## src/rtl/sat_counter.sv

```systemverilog
// Saturating up-counter with synchronous clear; holds at all-ones once full.
module sat_counter #(
    parameter int W = 16
) (
    input  logic         i_clk,
    input  logic         i_rst_n,
    input  logic         i_clr,
    input  logic         i_inc,
    output logic [W-1:0] o_count
);

    logic [W-1:0] r_count;
    logic         w_full;

    assign w_full  = (r_count == {W{1'b1}});
    assign o_count = r_count;

    // Count register: clear wins over increment, increment stops at full scale.
    always_ff @(posedge i_clk or negedge i_rst_n) begin
        if (!i_rst_n) begin
            r_count <= '0;
        end else if (i_clr) begin
            r_count <= '0;
        end else if (i_inc && !w_full) begin
            r_count <= r_count + W'(1);
        end else begin
            r_count <= r_count;
        end
    end

endmodule

```

## config.mk

```make
export PLATFORM = sky130hd
export DESIGN_NAME = sat_counter
export DESIGN_NICKNAME = d
export VERILOG_FILES = /design/src/rtl/sat_counter.sv
export SDC_FILE = /design/constraint.sdc
export NUM_CORES = 1
export LEC_CHECK = 0
export ABC_CLOCK_PERIOD_IN_PS = 2100
export CAP_MARGIN = 25
export CORE_MARGIN = 1
export CORE_UTILIZATION = 35
export CTS_BUF_LIST = sky130_fd_sc_hd__clkbuf_8
export DETAILED_ROUTE_END_ITERATION = 16
export GPL_ROUTABILITY_DRIVEN = 0
export SLEW_MARGIN = 20
export SYNTH_ARGS = -nofsm -noshare
export SYNTH_HDL_FRONTEND = slang
export SYNTH_SLANG_ARGS = --single-unit
```

## constraint.sdc

```tcl
create_clock -name i_clk -period 2.1 [get_ports i_clk]
set_input_delay 0.21 -clock i_clk [delete_from_list [all_inputs] [get_ports i_clk]]
set_output_delay 0.21 -clock i_clk [all_outputs]
set_load 0.005 [all_outputs]
```

After elaboration in Yosys (flattened, before gate mapping). Cells that the tools add are included.

Word-level logic and storage cells: 8. Register bits: 16. Output and inout bits: 16. Input bits: 4.

Reduce and logical (&&, ||, !) cells: 3. Add/subtract/negate cells: 1. Mux-type cells: 2. Equal/unequal tests: 1.

Operators with widths (count): $mux 16 (2); $add 16x1->16 const B (1); $eq 16x16->1 const B (1); $reduce_bool 2->1 (1); $logic_and 1x1->1 (1); $logic_not 1->1 (1).

Longest topological paths before layout.
Depth after elaboration: 5. Gate-level depth with buffers: 5. Depth with buffers taken out: 5.

Worst setup path before layout. Ideal clock, no wire load.

Path kind: register to register. From: reg r_count[2], in the netlist o_count[2]. To: reg r_count[13], in the netlist o_count[13]. Clock period less this slack: 1.702 ns. Library setup time: 0.125 ns. Stages on the path, launching flop included: 6. Setup slack: 0.398 ns. Path buffers: 1. Data required time: 1.975 ns. Data arrival time: 1.577 ns. Cells stage by stage: dfrtp_1 -> nand3_2 -> or2_1 -> buf_6 -> nor4b_1 -> mux2_2.

Word-level cells in the longest chain between the ends: 4. Elaborated cells on any way between the ends: 7. Classes of those cells: 1 x add/sub; 1 x eq/ne; 2 x mux; 3 x reduce/logical.

RTL lines: from (decl) (line 12) `logic [W-1:0] r_count;`; from (signal assigned) (line 25) `r_count <= r_count + W'(1);`; from (signal assigned) (line 27) `r_count <= r_count;`; parallel branches: the longest is 4 deep, another holds $add 16x1->16.

Several ways; the timed one is not identified. The select of a mux whose other input is x is not followed. A chain may end at the register's enable or synchronous reset.

Worst setup path after layout. Same ends and word-level chain as after synthesis.

==> flow_summary_export.csv <==
group,metric,value,unit
status,run_status,"finished clean",
placed_design,placement.setup.worst_slack,188.9,ps
clock_tree,h-tree-depth,1,
clock_tree,hold_buffer_count_at_cts,0,
critical_path,endpoint_kind,"flop",
logic_synthesis,synth.top_cells.by_area,"sky130_fd_sc_hd__dfrtp_1, sky130_fd_sc_hd__mux2_1, sky130_fd_sc_hd__nor2b_1",
logic_synthesis,synth.most_common_cell,"sky130_fd_sc_hd__dfrtp_1",
clock_tree,clk_latency,250,ps
power_and_ir_drop,net-switching-power,0.1370,mW
logic_synthesis,synthesized_flop_and_latch_total,16,
critical_path,worstPathRequired,2240,ps
logic_synthesis,edff_count_synth,0,
power_and_ir_drop,power.combinational.fraction,7.3,%
sta,clock.fmax,544.2,MHz
critical_path,critical_path_arrival,1980,ps
logic_synthesis,synthesis.instances,103,
critical_path,critPathKind,"flop to flop",
detailed_routing,drt_iter0_drc,17,
final_layout,nNetsFinal,129,
logic_synthesis,ys.flop_type,"sky130_fd_sc_hd__dfrtp_1",
run,cap_violations,0,
clock_tree,cts_inserted_buffers,3,
global_route,grt_max_degree,28,
sta,totalNegativeSetupSlack,0,ps
logic_synthesis,area_share_of_the_largest_cell_type_after_synthesis,40.82,%
floorplanning,core_area,0.002567,mm2
floorplanning,floorplan.initialDensity,38.21,%
clock_tree,cts_tree,"done",
detailed_routing,routedWlPerCell,13.58,um
sta,period_share,87.50,%
power_and_ir_drop,cell_internal_pwr,0.5000,mW
floorplanning,dieArea,0.003018,mm2
placed_design,dpl.hpwl,1500,um
floorplanning,die_w,54.94,um
power_and_ir_drop,power.clock.fraction,42.8,%
sta,timing_worst_slew_pin_value,710.7,ps
sta,rsz0062_at_grt,"false",
global_route,number_of_global_route_vias_before_repair,807,
logic_synthesis,seq_area_frac_synth,40.82,%
logic_synthesis,synth.distinct_cells,31,
detailed_routing,dr_total_vias,835,
global_route,global_route_wire_length_before_repair,3484,um
floorplanning,placementRows,18,
power_and_ir_drop,power.switching_fraction,21.50,%
sta,worst_slew_margin_rel,52.47,%
critical_path,max_fanout_on_critical_path,8,
detailed_routing,drcViolationCount,0,
sta,timing.final.max_slew_violations,0,
final_layout,drive_above_1_share,10.57,%
sta,period_needed,1838,ps
final_layout,layout-area-overhead-vs-synth,27.68,%
sta,timing.final.ws_setup,262.4,ps
sta,finalClockSkew,1.794,ps
sta,final_hold_viol_count,0,
logic_synthesis,synthesis.area_per_instance,9.524,um2
detailed_routing,detail_route.wirelength,2077,um
global_route,grt_usage,16.88,%
floorplanning,io_pins,20,
logic_synthesis,synth.cells.most_frequent,"sky130_fd_sc_hd__dfrtp_1, sky130_fd_sc_hd__nor2_1, sky130_fd_sc_hd__nor2b_1",
power_and_ir_drop,pwr_density_cell,508.6,mW/mm2
final_layout,n_antenna_cell,0,
placed_design,place.port_buffers,19,
clock_tree,post_cts_resize_count,0,
final_layout,largest_reg_flops,16,
clock_tree,clockRootBuffer,"sky130_fd_sc_hd__clkbuf_8",
power_and_ir_drop,static-leakage-power,0.5252,nW
power_and_ir_drop,max_vdd_drop,0.4597,mV
clock_tree,clkSinkCount,16,
hold_path,hold_path.class,"input port to async pin",
critical_path,cp-start-kind,"flop",
clock_tree,max-clock-path-buffers,2,
detailed_routing,antenna_violating_nets_post_route,0,
sta,finalSetupViolations,0,
global_route,gr-total-overflow,0,
logic_synthesis,yosys.area.top_type,"sky130_fd_sc_hd__dfrtp_1",
detailed_routing,dr.pass1.iters,4,
logic_synthesis,post_synth_instance_area,980.9,um2
power_and_ir_drop,seq_power_share,49.8,%
global_route,antenna_violations_before_repair,0,
detailed_routing,detail_route.vias_per_cell,5.458,
clock_tree,clock_pin_transition_on_the_worst_setup_and_hold_timing_paths,60,ps
floorplanning,die_y,54.94,um
clock_tree,post-cts-setup-buffer-count,0,
logic_synthesis,yosys_warnings,0,
logic_synthesis,synth_async_sr_flop_share,100.0,%
logic_synthesis,post_synthesis_net_count,108,
[cell usage in the layout (no fill, tap or decap), drive strengths merged]
| cell | instances |
|---|---|
| a31oi | 2 |
| buf | 2 |
| clkbuf | 4 |
| nor4bb | 1 |
| nor2 | 12 |
| ha | 1 |
| mux2 | 10 |
| a21oi | 6 |
| and4 | 1 |
| clkdlybuf4s50 | 19 |
| nor2b | 10 |
| nand4 | 4 |
| o31ai | 2 |
| nand2b | 2 |
| inv | 2 |
| and3 | 3 |
| a41oi | 1 |
| mux2i | 1 |
| dfrtp | 16 |
| a21boi | 1 |
| or4 | 2 |
| nand2 | 5 |
| nor4 | 4 |
| a211oi | 2 |
| or2 | 1 |
| nor4b | 1 |
| nand3 | 4 |
| nor3 | 4 |
[logic make-up after synthesis]
logic type	count (synthesis)	share of synthesized area (%)
mux	11	12.50
compound gates	14	9.056
fa+ha+maj	1	1.275
flops	16	40.82
simple gates	54	32.91
buf+inv	7	3.444
[path summary, 6_finish.rpt]
path | startpoint | to | slack, ps | cells past startpoint
max | o_count[2] | o_count[13] | 260 | 4
min | i_rst_n | o_count[0] | 380 | 1
max reg2reg | o_count[2] | o_count[13] | 260 | 4
min reg2reg | o_count[11] | o_count[11] | 580 | 2
max in group asynchronous | i_rst_n | o_count[7] | 1270 | 1
min in group i_clk | o_count[11] | o_count[11] | 580 | 2
[through the flow]
step	util [%]	cell area, um2	hold slack (ps)	std cells	total power, mW
2_1_floorplan	-	980.9	-85.59	103	0.3439
3_3_place_gp	46.64	1197	566.5	149	0.3692
3_5_place_dp	46.64	1197	583.9	149	0.3708
4_1_cts	48.78	1252	429.0	153	0.6438
5_1_grt	48.78	1252	460.6	153	0.6628
6_report	48.78	1252	383.5	153	0.6370
[critical path: stages, from the launching register on]
cell and delay (ps):
sky130_fd_sc_hd__dfrtp_1 440, sky130_fd_sc_hd__nand3_2 150, sky130_fd_sc_hd__or2_1 340, sky130_fd_sc_hd__nor4b_1 410, sky130_fd_sc_hd__mux2_2 370
[cell type report]
type | instances | area [um2]
Inverter | 2 | 7.507
Tap cell | 30 | 37.54
Clock buffer | 4 | 55.05
Timing Repair Buffer | 21 | 205.2
Multi-Input combinational cell | 80 | 546.8
Sequential cell | 16 | 400.4
Fill cell | 258 | 1315
[power groups by stage]
stage	registers, mW	logic, mW	clock network, mW
after floorplan	0.322	0.0215	0
after global placement	0.323	0.0465	0
after detailed placement	0.323	0.0482	0
after CTS	0.317	0.0483	0.278
after global routing	0.318	0.0526	0.292
final	0.317	0.0468	0.273
[layer usage]
metal	vias up	track usage, %	part of all wire [%]
met5	-	0	0
met4	0	7.500	1.6
met3	5	4.918	3.7
met2	14	26.51	44
met1	398	21.36	50
li1	418	-	-
Power figures use the tool's default switching activity.
